**src/rtl/spi_flash_responder.sv**
```systemverilog
// ----------------------------------------------------------------------------
// spi_flash_responder
//
// SPI (mode 0) responder that emulates a read-only serial flash. The SPI pins
// are oversampled by clk_i (at least 16x sclk) through 2-flop synchronizers.
// Supported commands: 0x03 READ (24-bit address, streaming, one byte of
// prefetch), 0x9F JEDEC ID, 0x05 STATUS. Any other command is ignored for the
// rest of the frame. Data bytes are fetched over a simple req/ack port.
//
// Ports
//   clk_i      system clock
//   rst_i      asynchronous active-high reset
//   sclk_i     SPI clock from the controller (mode 0)
//   cs_n_i     chip select, active-low
//   mosi_i     controller-to-responder data
//   miso_o     responder-to-controller data
//   miso_oe_o  miso output enable
//   rd_req_o   byte fetch request (level, held until rd_ack_i)
//   rd_addr_o  byte address of the fetch, stable while rd_req_o is high
//   rd_ack_i   fetch complete, rd_data_i valid in the same cycle
//   rd_data_i  fetched byte
//   busy_o     high while the synchronized cs_n is low
// ----------------------------------------------------------------------------
module spi_flash_responder #(
  parameter logic [23:0] JEDEC_ID   = 24'hEF4016,
  parameter logic [7:0]  STATUS_VAL = 8'h00
) (
  input  logic        clk_i,
  input  logic        rst_i,
  input  logic        sclk_i,
  input  logic        cs_n_i,
  input  logic        mosi_i,
  output logic        miso_o,
  output logic        miso_oe_o,
  output logic        rd_req_o,
  output logic [23:0] rd_addr_o,
  input  logic        rd_ack_i,
  input  logic [7:0]  rd_data_i,
  output logic        busy_o
);

  typedef enum logic [2:0] {
    IDLE   = 3'd0,
    CMD    = 3'd1,
    ADDR   = 3'd2,
    READ   = 3'd3,
    ID     = 3'd4,
    STATUS = 3'd5,
    IGNORE = 3'd6
  } state_e;

  // Synchronizers and edge-detect history
  logic       sclk_meta_q, sclk_sync_q, sclk_prev_q;
  logic       cs_meta_q, cs_sync_q, cs_prev_q;
  logic       mosi_meta_q, mosi_sync_q;
  logic [2:0] sync_vld_q;

  logic sclk_rise_s, sclk_fall_s, cs_rise_s, cs_fall_s, ack_s;

  // Control / datapath state
  state_e      state_q, state_d;
  logic [4:0]  bit_cnt_q, bit_cnt_d;
  logic [7:0]  cmd_q, cmd_d;
  logic [23:0] addr_q, addr_d;        // next address to fetch
  logic        req_q, req_d;
  logic [23:0] req_addr_q, req_addr_d;
  logic        want_q, want_d;        // a fetch is wanted but not yet issued
  logic        discard_q, discard_d;  // outstanding fetch result is to be dropped
  logic [7:0]  buf_q, buf_d;
  logic        buf_vld_q, buf_vld_d;
  logic [7:0]  tx_sr_q, tx_sr_d;
  logic [2:0]  tx_cnt_q, tx_cnt_d;
  logic [1:0]  id_idx_q, id_idx_d;
  logic        miso_q, miso_d;
  logic        oe_q, oe_d;
  logic        underrun_q, underrun_d;
  logic        busy_q, busy_d;
  logic [7:0]  tx_byte_s;

  // Two-flop synchronizers plus one history flop for edge detection.
  // sync_vld_q marks when the whole chain holds real pin samples, so that
  // the reset values of the chain can never look like a cs_n falling edge
  // (a frame already in progress at reset release is not joined).
  always_ff @(posedge clk_i or posedge rst_i) begin
    if (rst_i) begin
      sclk_meta_q <= 1'b0;
      sclk_sync_q <= 1'b0;
      sclk_prev_q <= 1'b0;
      cs_meta_q   <= 1'b1;
      cs_sync_q   <= 1'b1;
      cs_prev_q   <= 1'b1;
      mosi_meta_q <= 1'b0;
      mosi_sync_q <= 1'b0;
      sync_vld_q  <= 3'b000;
    end else begin
      sclk_meta_q <= sclk_i;
      sclk_sync_q <= sclk_meta_q;
      sclk_prev_q <= sclk_sync_q;
      cs_meta_q   <= cs_n_i;
      cs_sync_q   <= cs_meta_q;
      cs_prev_q   <= cs_sync_q;
      mosi_meta_q <= mosi_i;
      mosi_sync_q <= mosi_meta_q;
      sync_vld_q  <= {sync_vld_q[1:0], 1'b1};
    end
  end

  assign sclk_rise_s = sync_vld_q[2] &  sclk_sync_q & ~sclk_prev_q;
  assign sclk_fall_s = sync_vld_q[2] & ~sclk_sync_q &  sclk_prev_q;
  assign cs_rise_s   = sync_vld_q[2] &  cs_sync_q   & ~cs_prev_q;
  assign cs_fall_s   = sync_vld_q[2] & ~cs_sync_q   &  cs_prev_q;
  assign ack_s       = req_q & rd_ack_i;

  // State and datapath registers.
  always_ff @(posedge clk_i or posedge rst_i) begin
    if (rst_i) begin
      state_q    <= IDLE;
      bit_cnt_q  <= 5'd0;
      cmd_q      <= 8'h00;
      addr_q     <= 24'h000000;
      req_q      <= 1'b0;
      req_addr_q <= 24'h000000;
      want_q     <= 1'b0;
      discard_q  <= 1'b0;
      buf_q      <= 8'h00;
      buf_vld_q  <= 1'b0;
      tx_sr_q    <= 8'h00;
      tx_cnt_q   <= 3'd0;
      id_idx_q   <= 2'd0;
      miso_q     <= 1'b0;
      oe_q       <= 1'b0;
      underrun_q <= 1'b0;
      busy_q     <= 1'b0;
    end else begin
      state_q    <= state_d;
      bit_cnt_q  <= bit_cnt_d;
      cmd_q      <= cmd_d;
      addr_q     <= addr_d;
      req_q      <= req_d;
      req_addr_q <= req_addr_d;
      want_q     <= want_d;
      discard_q  <= discard_d;
      buf_q      <= buf_d;
      buf_vld_q  <= buf_vld_d;
      tx_sr_q    <= tx_sr_d;
      tx_cnt_q   <= tx_cnt_d;
      id_idx_q   <= id_idx_d;
      miso_q     <= miso_d;
      oe_q       <= oe_d;
      underrun_q <= underrun_d;
      busy_q     <= busy_d;
    end
  end

  // Next-state logic: fetch handshake, frame FSM and serial shifting.
  always_comb begin
    state_d    = state_q;
    bit_cnt_d  = bit_cnt_q;
    cmd_d      = cmd_q;
    addr_d     = addr_q;
    req_d      = req_q;
    req_addr_d = req_addr_q;
    want_d     = want_q;
    discard_d  = discard_q;
    buf_d      = buf_q;
    buf_vld_d  = buf_vld_q;
    tx_sr_d    = tx_sr_q;
    tx_cnt_d   = tx_cnt_q;
    id_idx_d   = id_idx_q;
    miso_d     = miso_q;
    oe_d       = oe_q;
    underrun_d = underrun_q;
    busy_d     = ~cs_sync_q;
    tx_byte_s  = 8'hFF;

    // Fetch completion: a result that arrived too late is dropped.
    if (ack_s) begin
      req_d     = 1'b0;
      discard_d = 1'b0;
      if (!discard_q) begin
        buf_d     = rd_data_i;
        buf_vld_d = 1'b1;
      end else begin
        buf_vld_d = buf_vld_q;
      end
    end else begin
      req_d = req_q;
    end

    // Issue a wanted fetch only once nothing is outstanding; the address
    // register then advances (24-bit wrap is natural overflow).
    if (want_q && !req_q) begin
      req_d      = 1'b1;
      req_addr_d = addr_q;
      addr_d     = addr_q + 24'd1;
      want_d     = 1'b0;
    end else begin
      want_d = want_q;
    end

    case (state_q)
      IDLE: begin
        if (cs_fall_s) begin
          state_d   = CMD;
          bit_cnt_d = 5'd0;
          tx_cnt_d  = 3'd0;
          id_idx_d  = 2'd0;
        end else begin
          state_d = IDLE;
        end
      end

      CMD: begin
        if (sclk_rise_s) begin
          cmd_d = {cmd_q[6:0], mosi_sync_q};
          if (bit_cnt_q == 5'd7) begin
            bit_cnt_d = 5'd0;
            case ({cmd_q[6:0], mosi_sync_q})
              8'h03:   state_d = ADDR;
              8'h9F:   state_d = ID;
              8'h05:   state_d = STATUS;
              default: state_d = IGNORE;
            endcase
          end else begin
            bit_cnt_d = bit_cnt_q + 5'd1;
          end
        end else begin
          bit_cnt_d = bit_cnt_q;
        end
      end

      ADDR: begin
        if (sclk_rise_s) begin
          addr_d = {addr_q[22:0], mosi_sync_q};
          if (bit_cnt_q == 5'd23) begin
            bit_cnt_d = 5'd0;
            state_d   = READ;
            want_d    = 1'b1;
          end else begin
            bit_cnt_d = bit_cnt_q + 5'd1;
          end
        end else begin
          bit_cnt_d = bit_cnt_q;
        end
      end

      READ, ID, STATUS: begin
        if (sclk_fall_s) begin
          tx_cnt_d = tx_cnt_q + 3'd1;
          if (tx_cnt_q == 3'd0) begin
            // Byte boundary: this edge drives the MSB of a new byte.
            oe_d = 1'b1;
            if (state_q == READ) begin
              if (buf_vld_q) begin
                tx_byte_s = buf_q;
              end else if (ack_s && !discard_q) begin
                tx_byte_s = rd_data_i;
              end else begin
                tx_byte_s  = 8'hFF;
                underrun_d = 1'b1;
              end
              buf_vld_d = 1'b0;
              // A still-outstanding fetch is now too late: drop its data and
              // let a replacement fetch follow. Otherwise prefetch the next
              // byte unless a fetch is already waiting to be issued.
              if (req_q && !rd_ack_i && !discard_q) begin
                discard_d = 1'b1;
                want_d    = 1'b1;
              end else if (!want_q) begin
                want_d = 1'b1;
              end else begin
                want_d = want_d;
              end
            end else if (state_q == ID) begin
              case (id_idx_q)
                2'd0:    tx_byte_s = JEDEC_ID[23:16];
                2'd1:    tx_byte_s = JEDEC_ID[15:8];
                2'd2:    tx_byte_s = JEDEC_ID[7:0];
                default: tx_byte_s = 8'hFF;
              endcase
              if (id_idx_q == 2'd3) begin
                id_idx_d = 2'd3;
              end else begin
                id_idx_d = id_idx_q + 2'd1;
              end
            end else begin
              tx_byte_s = STATUS_VAL;
            end
            miso_d  = tx_byte_s[7];
            tx_sr_d = {tx_byte_s[6:0], 1'b0};
          end else begin
            miso_d  = tx_sr_q[7];
            tx_sr_d = {tx_sr_q[6:0], 1'b0};
          end
        end else begin
          tx_cnt_d = tx_cnt_q;
        end
      end

      IGNORE: begin
        state_d = IGNORE;
        oe_d    = 1'b0;
      end

      default: begin
        state_d = IDLE;
      end
    endcase

    // End of frame wins over everything. A fetch that stays outstanding is
    // left to complete on the bus, but its data is thrown away.
    if (cs_rise_s) begin
      state_d    = IDLE;
      miso_d     = 1'b0;
      oe_d       = 1'b0;
      buf_vld_d  = 1'b0;
      want_d     = 1'b0;
      underrun_d = 1'b0;
      discard_d  = req_d;
      tx_cnt_d   = 3'd0;
      bit_cnt_d  = 5'd0;
    end else begin
      state_d = state_d;
    end
  end

  assign miso_o    = miso_q;
  assign miso_oe_o = oe_q;
  assign rd_req_o  = req_q;
  assign rd_addr_o = req_addr_q;
  assign busy_o    = busy_q;

endmodule

```
**config.mk**
```make
export PLATFORM = sky130hd
export DESIGN_NAME = spi_flash_responder
export DESIGN_NICKNAME = d
export VERILOG_FILES = /design/src/rtl/spi_flash_responder.sv
export SDC_FILE = /design/constraint.sdc
export NUM_CORES = 1
export LEC_CHECK = 0
export ABC_AREA = 1
export CAP_MARGIN = 20
export CORE_UTILIZATION = 61
export DETAILED_ROUTE_END_ITERATION = 12
export HOLD_SLACK_MARGIN = 0.12
export PLACE_DENSITY_LB_ADDON = 0.1
export RECOVER_POWER = 25
export SETUP_SLACK_MARGIN = 0.15
export SLEW_MARGIN = 0
export SYNTH_ARGS = -nofsm -noshare
export SYNTH_HDL_FRONTEND = slang
export SYNTH_SLANG_ARGS = --single-unit
```
**constraint.sdc**
```tcl
create_clock -name clk_i -period 8.05 [get_ports clk_i]
set_input_delay 2.0125 -clock clk_i [delete_from_list [all_inputs] [get_ports clk_i]]
set_output_delay 2.0125 -clock clk_i [all_outputs]
set_load 0.02 [all_outputs]
```
==> results.md <==
* Outcome: finished clean
* Post-synth EDFFs at 0
* Die width at 94.98 um
* Die Y at 94.98 um
* R2R Setup Slk at 5250 ps
* Syn Nets at 702
* HPWL after DPL at 8127 um
* Yosys cell types at 40
* Area of the core at 8299 sq um
* Syn Area/Cell at 7.778 sq um
* Yosys warns at 0
* H-tree depth at 3
* Drt first pass iters at 5
* Final worst path period share at 0.4321
* Share of cells above drive strength 1 at 0.05858
* Final WS setup at 4571 ps
* Routed Antenna Nets at 0
* Antenna violations before repair at 0
* Iter 0 DRT Violations at 341
* Primary FF master, synth: dfrtp_1
* CP arrival at 1470 ps
* Unrepaired setup endpoints after global routing: false
* Main combinational cell family by area after synthesis: simple AND/OR/NAND/NOR gates
* Crit start category: register
* Multi-input gate area at 2213 sq um
* Maximum vdd drop at 0.1570 mV
* Clock latency on the worst-skew pair at 380 ps
* Sequential share of the synthesized area at 0.4800
* Leakage power at 2.867 nW
* Total negative slack at 0 ps
* Netlist Area Pre-Place at 5274 sq um
* Clock tree buffer depth at 2
* Asr flop ratio synth at 1.000
* Hold Vio Cnt, Final at 0
* Cells after synthesis at 678
* GP Congestion at 0.9269
* Vias in the first global route at 4,165
* Crit-path cells: clkdlybuf4s50_1
* # IOs at 42
* Hold/Removal Path Class: register to register
* First-pass GRT wire length at 19,260 um
* Slowest-stage cell, CP: clkdlybuf4s50_1
* Area grow syn2layout at 10.96%
* PD cells at 302.7 nW/um^2
* Nets@finish at 736
* Antenna Diode Count at 0
* Largest net degree at the start of global routing at 52
* Worst path buffer plus inverter count at 1
* Max stage delay on crit path at 640 ps
* Clock slew at reported path FFs at 100 ps
* Required time of the critical path at 6040 ps
* CP endpoint kind: output port
* Postcts setup bufs at 0
* CTS sink cnt at 101
* Final setup fails at 0
* WL/cell at 14.00 um
* Least-Margin Pin Slew at 1276 ps
* Die ar. at 9021 sq um
* Port Buffers at 41
* Fmax at 0.2875 GHz
* Effective utilization at floorplan at 0.6355
* Post-synthesis adder-cell area fraction at 0.02372
* CP delay by family, top: buffers and inverters
* Post-route minimum period at 3479 ps
* Mux cell area share after synthesis at 0
* DRC viols at 0
* Post-synthesis xor/xnor area fraction at 0.01661
* Synth Area in Compound Gates at 0.1120
* Crit path kind: register to output port
* Sequential cell area at 2531 sq um
* Final wirelength at 11,500 um
* Total grt overflow at 0
* Post-synthesis simple-gate area fraction at 0.2783
* Synthesized flop and latch total at 101
* Final Max Slew Viols at 0
* CTS tree: yes
* Overall power at 1.772 mW
* Fillers at 678
* Root buf cell: clkbuf_8
* Worst Skew at 13.49 ps
* Std-Cell Rows at 33
* Max-cap violations at 0
* Routed vias at 4,445
* Total CTS buffers at 9
* Vias per cell at 5.408
* GRT Total Usage at 0.2794
* Place WS at 4389 ps
* Critical path peak fanout at 5
* Resized Gates After CTS at 0
* Hold-fix buffers at CTS at 0
* Max-slew headroom at 0.1472
-- layout make-up --
type	count	area share
flip-flops and latches	101	0.4325
well taps	105	0.02245
multi-input cells	466	0.3782
inverters	92	0.05944
repair buffers	42	0.07141
clock inverters	4	0.009408
clock buffers	12	0.02651
-- flip-flops by register name, summed over array words and instances (netlist names), named ones only --
signal / flops
tx_sr_q: 7
want_q: 1
cs_sync_q: 1
sclk_meta_q: 1
busy_o: 1
sclk_prev_q: 1
miso_o: 1
miso_oe_o: 1
sclk_sync_q: 1
buf_vld_q: 1
buf_q: 8
rd_req_o: 1
cmd_q: 7
tx_cnt_q: 3
sync_vld_q: 3
cs_meta_q: 1
addr_q: 24
mosi_meta_q: 1
rd_addr_o: 24
cs_prev_q: 1
state_q: 3
id_idx_q: 2
mosi_sync_q: 1
bit_cnt_q: 5
-- metrics by stage --
step / instances / cell area (sq um) / hold WS, ps / utilization
floorplan: 678 / 5274 / 331.2 / -
global placement: 806 / 5703 / 331.4 / 0.6872
detailed placement: 806 / 5703 / 341.3 / 0.6872
CTS: 822 / 5913 / 361.6 / 0.7125
global route: 822 / 5852 / 362.2 / 0.7051
finish: 822 / 5852 / 358.1 / 0.7051
-- synth_stat cells, types with 5 or more instances --
| cell type | number | share of area |
|---|---|---|
| nand4_1 | 7 | 0.0083 |
| nor3_1 | 5 | 0.0047 |
| nor2_2 | 11 | 0.013 |
| nand2_2 | 7 | 0.0083 |
| o21ai_0 | 52 | 0.049 |
| nor2_1 | 58 | 0.041 |
| o21ai_2 | 6 | 0.010 |
| xor2_1 | 8 | 0.013 |
| a21oi_1 | 20 | 0.019 |
| dfrtp_1 | 98 | 0.47 |
| ha_1 | 10 | 0.024 |
| nand3_1 | 44 | 0.042 |
| o21ai_1 | 8 | 0.0076 |
| nand2_1 | 196 | 0.14 |
| clkbuf_1 | 5 | 0.0036 |
| buf_2 | 5 | 0.0047 |
| inv_2 | 6 | 0.0043 |
| inv_1 | 84 | 0.060 |
-- worst register-to-register path: stages, from the launching register on --
cell      delay [ps]
dfrtp_1          470
inv_2             70
nand2_1           90
nor2_1           110
nand2_1          910
clkinv_1         650
a21oi_1          300
a21oi_1          100
-- cell families after synthesis --
kind of cell,Yosys count
simple gates,340
buf+inv,111
compound gates,105
flops,101
xor+xnor,10
fa+ha+maj,10
other cells,1
-- cells in the final DEF (no fill, tap or decap), types with 4 or more instances in the layout --
| cell type | netlist | routed |
|---|---|---|
| nand2_1 | 196 | 200 |
| dfrtp_1 | 98 | 98 |
| inv_1 | 84 | 83 |
| nor2_1 | 58 | 62 |
| o21ai_0 | 52 | 56 |
| nand3_1 | 44 | 46 |
| clkdlybuf4s50_1 | 0 | 41 |
| a21oi_1 | 20 | 20 |
| clkbuf_8 | 0 | 11 |
| ha_1 | 10 | 10 |
| nor2_2 | 11 | 8 |
| o21ai_1 | 8 | 8 |
| xor2_1 | 8 | 8 |
| nand4_1 | 7 | 7 |
| nor3_1 | 5 | 6 |
| inv_2 | 6 | 5 |
| o22ai_1 | 4 | 4 |
| o21a_1 | 4 | 4 |
-- metal layers --
layer	share of wire	vias up	routed length, um	global-route usage
li1	-	2206	-	-
met1	0.46	2042	5271	0.3967
met2	0.45	166	5159	0.4365
met3	0.071	31	820	0.04509
met4	0.022	0	251	0.09470
met5	0	-	0	0
-- worst paths after layout --
kind,from,end,depth (start not counted)
setup reg to reg,state_q[0],addr_q[9],7
max in group asynchronous,rst_i,addr_q[15],3
setup / recovery,rd_req_o,rd_req_o,1
hold reg to reg,sync_vld_q[0],sync_vld_q[1],0
hold / removal,sync_vld_q[0],sync_vld_q[1],0
min in group asynchronous,rst_i,rd_addr_o[14],2
-- power by group --
group | internal, mW | switching, mW
clock | 0.163 | 0.181
combinational | 0.232 | 0.381
sequential | 0.664 | 0.151
No activity file was read; power rests on OpenSTA's default activity.
